--- src/rtl/prim_ram_np_cfg_seq.sv ---
// prim_ram_np_cfg_seq: applies a captured per-port RAM configuration one port
// at a time, holding each port's requester around its update.
// Optional busy-wait timeout in HOLD: define PRIM_RAM_CFG_SEQ_TIMEOUT_EN.
//
//   state  | meaning
//   IDLE   | waiting for cfg_req_i
//   SEL    | compare shadow vs applied slice for port idx, skip if equal
//   HOLD   | port idx held, waiting for it to go idle
//   APPLY  | port idx held, its ram_cfg slice loads at the end of the cycle
//   SETTLE | port idx held while the new config settles
//   DONE   | one-cycle ack, then back to IDLE
module prim_ram_np_cfg_seq #(
  parameter int NumPorts      = 2,
  parameter int CfgW          = 4,
  parameter int SettleCycles  = 4,
  parameter int TimeoutCycles = 256,
  parameter logic [NumPorts*(CfgW+1)-1:0] ResetCfg = '0
) (
  input  logic                          clk_i,
  input  logic                          rst_i,
  input  logic                          cfg_req_i,
  input  logic [NumPorts*(CfgW+1)-1:0]  cfg_i,
  input  logic [NumPorts-1:0]           port_active_i,
  output logic [NumPorts-1:0]           port_hold_o,
  output logic [NumPorts*(CfgW+1)-1:0]  ram_cfg_o,
  output logic                          cfg_busy_o,
  output logic                          cfg_ack_o,
  output logic [NumPorts-1:0]           timeout_o
);

  localparam int SliceW = CfgW + 1;
  localparam int TotW   = NumPorts * SliceW;
  localparam int IdxW   = (NumPorts > 1) ? $clog2(NumPorts) : 1;
  localparam int SetW   = $clog2(SettleCycles + 1);

  if (NumPorts < 1) begin : g_bad_num_ports
    $error("prim_ram_np_cfg_seq: NumPorts must be >= 1");
  end
  if (SettleCycles < 1) begin : g_bad_settle
    $error("prim_ram_np_cfg_seq: SettleCycles must be >= 1");
  end
  if (TimeoutCycles < 1) begin : g_bad_timeout
    $error("prim_ram_np_cfg_seq: TimeoutCycles must be >= 1");
  end

  typedef enum logic [2:0] {
    ST_IDLE,
    ST_SEL,
    ST_HOLD,
    ST_APPLY,
    ST_SETTLE,
    ST_DONE
  } state_e;

  state_e            state_q, state_d;
  logic [IdxW-1:0]   idx_q, idx_d;
  logic [TotW-1:0]   shadow_q, shadow_d;
  logic [TotW-1:0]   ram_cfg_q, ram_cfg_d;
  logic [SetW-1:0]   settle_q, settle_d;

  logic [SliceW-1:0] shadow_slice;
  logic [SliceW-1:0] cur_slice;
  logic              last_port;
  logic              active_sel;

`ifdef PRIM_RAM_CFG_SEQ_TIMEOUT_EN
  localparam int TmoW = $clog2(TimeoutCycles + 1);
  logic [TmoW-1:0]     tmo_cnt_q, tmo_cnt_d;
  logic [NumPorts-1:0] timeout_q, timeout_d;
`endif

  assign shadow_slice = shadow_q[int'(idx_q)*SliceW +: SliceW];
  assign cur_slice    = ram_cfg_q[int'(idx_q)*SliceW +: SliceW];
  assign last_port    = (int'(idx_q) == NumPorts - 1);
  assign active_sel   = port_active_i[idx_q];

  // Next-state and datapath updates for the port-by-port sequence.
  always_comb begin
    state_d   = state_q;
    idx_d     = idx_q;
    shadow_d  = shadow_q;
    ram_cfg_d = ram_cfg_q;
    settle_d  = settle_q;
`ifdef PRIM_RAM_CFG_SEQ_TIMEOUT_EN
    tmo_cnt_d = tmo_cnt_q;
    timeout_d = timeout_q;
`endif
    unique case (state_q)
      ST_IDLE: begin
        if (cfg_req_i) begin
          shadow_d = cfg_i;
          idx_d    = '0;
          state_d  = ST_SEL;
`ifdef PRIM_RAM_CFG_SEQ_TIMEOUT_EN
          timeout_d = '0;
`endif
        end
      end
      ST_SEL: begin
`ifdef PRIM_RAM_CFG_SEQ_TIMEOUT_EN
        tmo_cnt_d = TmoW'(TimeoutCycles);
`endif
        if (shadow_slice == cur_slice) begin
          if (last_port) begin
            state_d = ST_DONE;
          end else begin
            idx_d = idx_q + IdxW'(1);
          end
        end else begin
          state_d = ST_HOLD;
        end
      end
      ST_HOLD: begin
        if (!active_sel) begin
          state_d = ST_APPLY;
        end
`ifdef PRIM_RAM_CFG_SEQ_TIMEOUT_EN
        else if (tmo_cnt_q == TmoW'(1)) begin
          // Give up on this port: leave its config alone and move on.
          timeout_d[idx_q] = 1'b1;
          if (last_port) begin
            state_d = ST_DONE;
          end else begin
            idx_d   = idx_q + IdxW'(1);
            state_d = ST_SEL;
          end
        end else begin
          tmo_cnt_d = tmo_cnt_q - TmoW'(1);
        end
`endif
      end
      ST_APPLY: begin
        ram_cfg_d[int'(idx_q)*SliceW +: SliceW] = shadow_slice;
        settle_d = SetW'(SettleCycles);
        state_d  = ST_SETTLE;
      end
      ST_SETTLE: begin
        settle_d = settle_q - SetW'(1);
        if (settle_q == SetW'(1)) begin
          if (last_port) begin
            state_d = ST_DONE;
          end else begin
            idx_d   = idx_q + IdxW'(1);
            state_d = ST_SEL;
          end
        end
      end
      ST_DONE: begin
        state_d = ST_IDLE;
      end
      default: begin
        state_d = ST_IDLE;
      end
    endcase
  end

  // State and datapath registers with synchronous reset.
  always_ff @(posedge clk_i) begin
    if (rst_i) begin
      state_q   <= ST_IDLE;
      idx_q     <= '0;
      shadow_q  <= '0;
      ram_cfg_q <= ResetCfg;
      settle_q  <= '0;
`ifdef PRIM_RAM_CFG_SEQ_TIMEOUT_EN
      tmo_cnt_q <= '0;
      timeout_q <= '0;
`endif
    end else begin
      state_q   <= state_d;
      idx_q     <= idx_d;
      shadow_q  <= shadow_d;
      ram_cfg_q <= ram_cfg_d;
      settle_q  <= settle_d;
`ifdef PRIM_RAM_CFG_SEQ_TIMEOUT_EN
      tmo_cnt_q <= tmo_cnt_d;
      timeout_q <= timeout_d;
`endif
    end
  end

  // Hold only the port being worked on, and only while it is being changed.
  always_comb begin
    port_hold_o = '0;
    if (state_q inside {ST_HOLD, ST_APPLY, ST_SETTLE}) begin
      port_hold_o[idx_q] = 1'b1;
    end
  end

  assign ram_cfg_o  = ram_cfg_q;
  assign cfg_busy_o = (state_q != ST_IDLE);
  assign cfg_ack_o  = (state_q == ST_DONE);

`ifdef PRIM_RAM_CFG_SEQ_TIMEOUT_EN
  assign timeout_o = timeout_q;
`else
  assign timeout_o = '0;
`endif

endmodule
--- config.mk ---
export PLATFORM = sky130hd
export DESIGN_NAME = prim_ram_np_cfg_seq
export DESIGN_NICKNAME = d
export VERILOG_FILES = /design/src/rtl/prim_ram_np_cfg_seq.sv
export SDC_FILE = /design/constraint.sdc
export NUM_CORES = 1
export LEC_CHECK = 0
export BUFFER_PORTS_ARGS = -buffer_cell sky130_fd_sc_hd__buf_2
export CAP_MARGIN = 10
export CORE_UTILIZATION = 45
export CTS_CLUSTER_DIAMETER = 80
export DETAILED_ROUTE_END_ITERATION = 6
export PLACE_DENSITY = 0.68
export SYNTH_ARGS = -nofsm -noshare
export SYNTH_HDL_FRONTEND = slang
export SYNTH_SLANG_ARGS = --single-unit
--- constraint.sdc ---
create_clock -name clk_i -period 1.7 [get_ports clk_i]
set_input_delay 0.255 -clock clk_i [delete_from_list [all_inputs] [get_ports clk_i]]
set_output_delay 0.255 -clock clk_i [all_outputs]
set_load 0.005 [all_outputs]
-- Word-level counts from Yosys, hierarchy flattened
Cells that the tools add are included.
- reductions and logical operators: 9
- muxes and demuxes: 19
- equality and inequality tests: 12
- $mul: 1
- shift operators: 4
- $lt $le $gt $ge: 2
- add/sub/neg operators: 3
- operator list (cell ; number):
    indexed part select 10 x 32 -> 5 bit ; 2
    negator 4 -> 33 bit ; 1
    variable shift 5 x 33 -> 10 bit (first input constant) ; 1
    indexed part select 5 x 33 -> 10 bit ; 1
    two-way mux 3 bit ; 6
    case mux 3 bit (5 select lines) ; 1
    bitwise mux 10 bit ; 1
    nonzero test 3 bit ; 3
    inequality test 2 bit (second input constant) ; 4
    AND reduction 4 bit ; 2
    two-way mux 1 bit ; 7
    equality test 3 x 1 -> 1 bit (second input constant) ; 2
    equality test 3 x 2 -> 1 bit (second input constant) ; 2
    equality test 3 bit (second input constant) ; 2
    case mux 3 bit (2 select lines) ; 1
    equality test 5 bit ; 1
    multiplier 1 x 3 -> 4 bit (second input constant) ; 1
    logical NOT 3 bit ; 1
    inequality test 3 bit (second input constant) ; 1
    case mux 1 bit (3 select lines) ; 1
    subtractor 3 x 1 -> 3 bit (second input constant) ; 1
    less-than comparator 1 x 2 -> 1 bit (second input constant) ; 1
    two-way mux 2 bit ; 1
    AND reduction 2 bit ; 1
    5 further kinds ; 5
- register bits after elaboration: 27
- input port bits: 15

-- Depth between registers and ports, before layout
Gate-level depths: netlist of the first run.
- depth in word-level cells: 5
- mapped depth: 6
- mapped depth without buffers: 6

-- Worst setup path before layout of the first run
No wires, ideal clock.
- kind: register to output
- start: register state_q[1]
- end: output port port_hold_o[1]
- path slack: 0.423 ns
- cell stages (with the launch flop): 6
- path buffers: 1
- data required time: 1.445 ns
- arrival: 1.022 ns
- cell sequence: dfxtp_1 > buf_6 > nand2b_1 > nor2_1 > nor2_1 > nor2b_1
- longest elaborated chain between the ends: 3
- RTL lines (what ; RTL line ; source):
    start, declared ; 55 ; state_e state_q, state_d;
    start signal, assigned ; 170 ; state_q <= state_d;
    equality test 3 x 2 -> 1 bit / equality test 3 bit (equally long branches) ; 185 ; if (state_q inside {ST_HOLD, ST_APPLY, ST_SETTLE}) begin
    nonzero test 3 bit (*) ; 185 ;
    two-way mux 2 bit (*) ; 185 ;
    end, declared ; 24 ; output logic [NumPorts-1:0] port_hold_o,
Every way passes the cells marked *; elsewhere a longest branch is shown, timed or not.

-- Final worst setup path of the first run
Same ends and word-level chain as after synthesis.

==> results.json, run 1 <==
{
  "status": "complete, no violations",
  "grtUsageTotal_pct": 17.73,
  "vias_per_cell": 5.327,
  "die_w_um": 57.76,
  "numCtsBuffers": 3,
  "wl_um": 2847,
  "synthMostInstantiatedCell": "dfxtp_1",
  "insertion_delay_ns": 0.33,
  "grt_pass1_vias": 1034,
  "ys_seq_elements": 27,
  "antenna_found_initial": 0,
  "grt_pass1_wl_um": 4609,
  "fill_cells": 281,
  "path_max_fanout": 7,
  "hp-class": "in -> reg",
  "rsz0062_at_grt": "no",
  "drive_above_1_share_pct": 26.46,
  "setup_violations": 0,
  "fmax_mhz": 611.8,
  "vdd.ir_drop.worst_uv": 606.5,
  "crit_path_max_incr_delay_ns": 0.40,
  "syn_area_um2": 1399,
  "fin_cells": 220,
  "core_um2": 2853,
  "whs_ns": 0.1311,
  "dpl.hpwl_um": 2104,
  "finalClockSkew_ns": 0.003751,
  "ctsRootBufferMaster": "clkbuf_4",
  "crit_buf_inv": 1,
  "synth.area.top_cells": "dfxtp_1 (39%), mux2i_1 (7.9%), a21oi_1 (6.4%), nand2_1 (6.4%), xnor2_1 (5.6%)",
  "dr.pass1.iters": 4,
  "die_y_um": 57.76,
  "yosysWarnings": 0,
  "cts_sinks": 27,
  "slowest_stage": "dfxtp_4",
  "hold_viol_final": 0,
  "powerDensity_nw_per_um2": 1420,
  "tritoncts": "done",
  "critPathKind": "reg -> out",
  "synth-main-ff-cell": "dfxtp_1",
  "syn_inst": 161,
  "grt_start_max_net_pins": 29,
  "cp-end-kind": "primary output",
  "yosys.cell_types.count": 36,
  "synth_commonest_cells": "dfxtp_1 (27), nand2_1 (24), nor2_1 (19)",
  "start_kind": "flip-flop",
  "maxCapViolCount": 0,
  "worstPathRequired_ns": 1.44,
  "setup_ws_ns": 0.06551,
  "critPathTopFamily": "simple AND/OR/NAND/NOR gates",
  "synth-edff-count": 0,
  "syn_to_final_growth_pct": 14.13,
  "nNetsFinal": 207,
  "drt_iter0_markers": 42,
  "dieArea_um2": 3336,
  "p_leak_uw": 0.0006790,
  "clockBufferDepth": 2,
  "dpl_worst_slack_ns": 0.1799,
  "grt-ovfl-total": 0,
  "slew_headroom_pct": 65.00,
  "io_buffers": 28,
  "worst_slew_pin_slew_ns": 0.5249,
  "wl_per_cell_um": 12.94,
  "yosysTopAreaCellShare_pct": 38.64,
  "htreeDepth": 1,
  "drv_slew": 0,
  "routabilityCongestion": 0.8757,
  "cts_hold_buf": 0,
  "num_vias": 1172,
  "antennaDiodeCount": 0,
  "placed_cells": 215,
  "pin_count": 31,
  "yosysTopAreaCell": "dfxtp_1",
  "clkTransAtPathRegs_ns": 0.15,
  "worstPathArrival_ns": 1.38,
  "rows": 19,
  "avgSynthCellArea_um2": 8.688,
  "initial_core_util_pct": 49.04,
  "crit_path_cell_trace": "nand2b_1 > nor2_4 > nor2_1 > nor2b_1 > buf_2",
  "min_period_over_period_pct": 96.15,
  "synth_seq_area_share_pct": 38.64,
  "synthArstFlopShare_pct": 0,
  "tns_ns": 0,
  "ant_nets": 0,
  "min_period_ns": 1.634,
  "drc": 0
}
-- layout make-up --
cell class                      instances  area (µm²)  area share (%)
Sequential cell                        27       546.8           34.25
Timing Repair Buffer                   32       170.2           10.66
Multi-Input combinational cell        120       788.3           49.37
Tap cell                               31       38.79           2.429
Clock buffer                            3       22.52           1.411
Clock inverter                          1       7.507          0.4702
Inverter                                6       22.52           1.411
-- worst min-delay path: stages --
cell and delay (ns):
buf_2 0.09, nand2_1 0.04, a21oi_1 0.05
-- stage by stage --
step	util (%)	total power, µW	instance area (µm²)
after detailed placement	54.17	1954	1545
after global routing	55.96	2440	1597
after floorplan	-	1737	1403
after CTS	55.70	2278	1589
final	55.96	2267	1597
after global placement	54.17	1941	1545
-- power by group --
| part | leakage (µW) | internal [µW] | total (µW) | switching, µW |
|---|---|---|---|---|
| Combinational | 0.000444 | 449 | 1010 | 558 |
| Sequential | 0.000221 | 764 | 967 | 203 |
| Clock | 0.0000139 | 90.3 | 293 | 203 |
-- kinds of logic (layout without fill, tap and decap cells) --
group / count (synthesis) / count (layout) / synth area share (%)
flops: 27 / 27 / 38.64
fa+ha+maj: 2 / 2 / 1.789
buf+inv: 15 / 42 / 5.813
other cells: 1 / 2 / 0.2681
mux: 11 / 11 / 7.872
compound gates: 31 / 31 / 15.21
simple gates: 64 / 64 / 24.15
xor+xnor: 10 / 10 / 6.262
-- worst paths after layout --
kind,start,cells past startpoint,slack (ns),endpoint
worst max-delay path,state_q[1],5,0.07,port_hold_o[1]
worst min-delay path,cfg_i[7],3,0.13,shadow_q[7]
worst max register to register,idx_q,4,0.29,state_q[2]
worst min register to register,shadow_q[1],2,0.50,shadow_q[1]
-- what timing repair did --
action | CTS | global route
gates cloned | 0 | 0
gates resized for setup | 6 | 0
setup buffers | 0 | 1
endpoints found under the setup margin | 2 | 2
-- metal layers --
metal,up-vias,wire (µm),share of wire [%],global-route usage [%]
li1,603,-,-,-
met5,-,0,0,0
met2,29,1429,50,31.06
met3,4,93,3.3,2.009
met4,0,40,1.4,7.143
met1,536,1283,45,22.25
-- layout by cell type (no fill, tap or decap), types with 2 or more instances in the layout --
cell type	Yosys	routed
mux2i_1	11	11
nand3_1	2	2
a31oi_1	2	2
xnor2_1	9	9
inv_1	6	6
clkbuf_4	0	3
nand4_1	3	3
a2111oi_2	2	2
nor3_1	2	2
nand2b_1	4	4
buf_4	2	4
nor2b_1	2	2
nor2_1	19	18
nor2_4	1	2
dfxtp_1	27	24
nand2_1	24	24
ha_1	2	2
buf_2	2	28
a21oi_1	18	18
conb_1	1	2
nor4b_1	2	2
o21ai_0	2	2
dfxtp_2	0	2
-- state kept, by name, indices dropped and copies added (netlist names) --
signal / flops
ram_cfg_o: 10
shadow_q: 10
settle_q: 3
state_q: 3
idx_q: 1
Power figures use the tool's default switching activity.
==> run 2, diff against run 1 <==
Settings changed: CORE_ASPECT_RATIO from default to 2.
==> run 2 against run 1 <==
Compared with the run above: clock skew decreased by 0.0012 ns; clock power increased by 20%; critical path type unchanged; die area increased by 0.41%; register-to-register slack got worse by 0.11 ns; utilization decreased by 1.7 points.
==> results.json, run 2 (synthesized netlist as in run 1, its figures left out) <==
{
  "start_kind": "flip-flop",
  "htreeDepth": 1,
  "crit_buf_inv": 1,
  "r2r_cells": 4,
  "cp.depth": 5,
  "grt_pass1_vias": 1164,
  "setup_ws_ns": 0.1316,
  "postLayoutCoreUtil_pct": 54.25,
  "startpoint": "state_q[1]",
  "syn_to_final_growth_pct": 14.13,
  "grt_start_max_net_pins": 29,
  "fin_area_um2": 1597,
  "rows": 28,
  "grtUsageTotal_pct": 19.04,
  "rsz0062_at_grt": "no",
  "numCtsBuffers": 3,
  "vias_per_cell": 5.493,
  "critPathTopFamily": "simple AND/OR/NAND/NOR gates",
  "ant_nets": 0,
  "hold_start": "cfg_i[3]",
  "slew_headroom_pct": 64.98,
  "path_max_fanout": 12,
  "cp-endpoint": "port_hold_o[1]",
  "num_vias": 1192,
  "drt_iter0_markers": 19,
  "grt-ovfl-total": 0,
  "wl_um": 2939,
  "hp-class": "in -> reg",
  "routabilityCongestion": 0.8898,
  "nNetsFinal": 205,
  "grt_pass1_wl_um": 5023,
  "die_w_um": 41.43,
  "dieArea_um2": 3349,
  "insertion_delay_ns": 0.27,
  "slowest_stage": "dfxtp_4",
  "min_period_over_period_pct": 92.26,
  "finalClockSkew_ns": 0.002584,
  "status": "complete, no violations",
  "clkTransAtPathRegs_ns": 0.09,
  "vdd.ir_drop.worst_uv": 916.5,
  "initial_core_util_pct": 47.53,
  "worstPathArrival_ns": 1.31,
  "p_leak_uw": 0.0006798,
  "r2r_slack_ns": 0.18,
  "fmax_mhz": 637.6,
  "post_cts_buffers": 0,
  "dpl_worst_slack_ns": 0.1998,
  "drv_slew": 0,
  "cts_sinks": 27,
  "tns_ns": 0,
  "critPathKind": "reg -> out",
  "wl_per_cell_um": 13.54,
  "r2r_end": "state_q[0]",
  "clockBufferDepth": 2,
  "drive_above_1_share_pct": 25.67,
  "min_period_ns": 1.568,
  "antennaDiodeCount": 0,
  "antenna_found_initial": 0,
  "die_y_um": 80.85,
  "layout_commonest_cell": "buf_2",
  "dr.pass1.iters": 4,
  "maxCapViolCount": 0,
  "whs_ns": 0.2165,
  "pin_count": 31,
  "worstPathRequired_ns": 1.44,
  "tritoncts": "done",
  "cp-end-kind": "primary output",
  "worst_slew_pin_slew_ns": 0.5253,
  "r2r-start": "idx_q",
  "dpl.hpwl_um": 2210,
  "crit_path_cell_trace": "nand2b_1 > nor2_4 > nor2_1 > nor2b_1 > buf_2",
  "powerDensity_nw_per_um2": 1456,
  "crit_path_max_incr_delay_ns": 0.40,
  "hold_viol_final": 0,
  "core_um2": 2943,
  "drc": 0,
  "io_buffers": 28,
  "setup_violations": 0,
  "ctsRootBufferMaster": "clkbuf_8",
  "placed_cell_area_um2": 1536,
  "final_cell_mix": "buf_2 (28), nand2_1 (24), dfxtp_1 (24), nor2_1 (18), a21oi_1 (18)",
  "cts_resized": 2,
  "cts_hold_buf": 0
}
## run 2: cell types whose count changed in the layout (fill, tap and decap cells not counted)
cell	before	now
clkbuf_4	3	0
clkbuf_8	0	3
buf_4	4	2
clkinv_2	0	1
clkinvlp_4	1	0
## run 2: layer usage
metal / routed length (µm) / global-route usage [%] / part of all wire, %
met5: 0 / 0 / 0
met4: 61 / 10.32 / 2.1
met1: 1143 / 20.14 / 39
met3: 125 / 2.667 / 4.3
met2: 1608 / 35.31 / 55
## run 2: per-stage QoR
step | std cells | power (µW)
6_report | 217 | 2324
5_1_grt | 217 | 2494
4_1_cts | 217 | 2321
3_3_place_gp | 213 | 1929
2_1_floorplan | 162 | 1737
3_5_place_dp | 213 | 1950
## run 2: final cells by class
cell class,instances,area (µm²)
inverter,6,22.52
clock buffer,3,41.29
multi-input combinational,120,788.3
clock inverter,1,5.005
tap,30,37.54
timing repair buffer,30,155.1
fill,288,1346
sequential,27,546.8
## run 2: where the power goes
group / leakage (µW) / switching [µW] / internal (µW)
combinational: 0.000433 / 565 / 431
clock: 0.0000255 / 187 / 164
sequential: 0.000221 / 214 / 764
## run 2: worst min-delay path, stage by stage
cell and delay, ns:
buf_2 0.10, nand2_1 0.04, a21oi_1 0.05
## run 2: worst min-delay path by stage
stage	end	slack (ns)	depth (start not counted)
6_report	shadow_q[3]	0.22	3
5_1_grt	shadow_q[4]	0.21	3
4_1_cts	shadow_q[3]	0.21	3
3_5_place_dp	shadow_q[7]	0.48	2
3_3_place_gp	shadow_q[8]	0.47	2
2_1_floorplan	shadow_q[0]	0.39	2
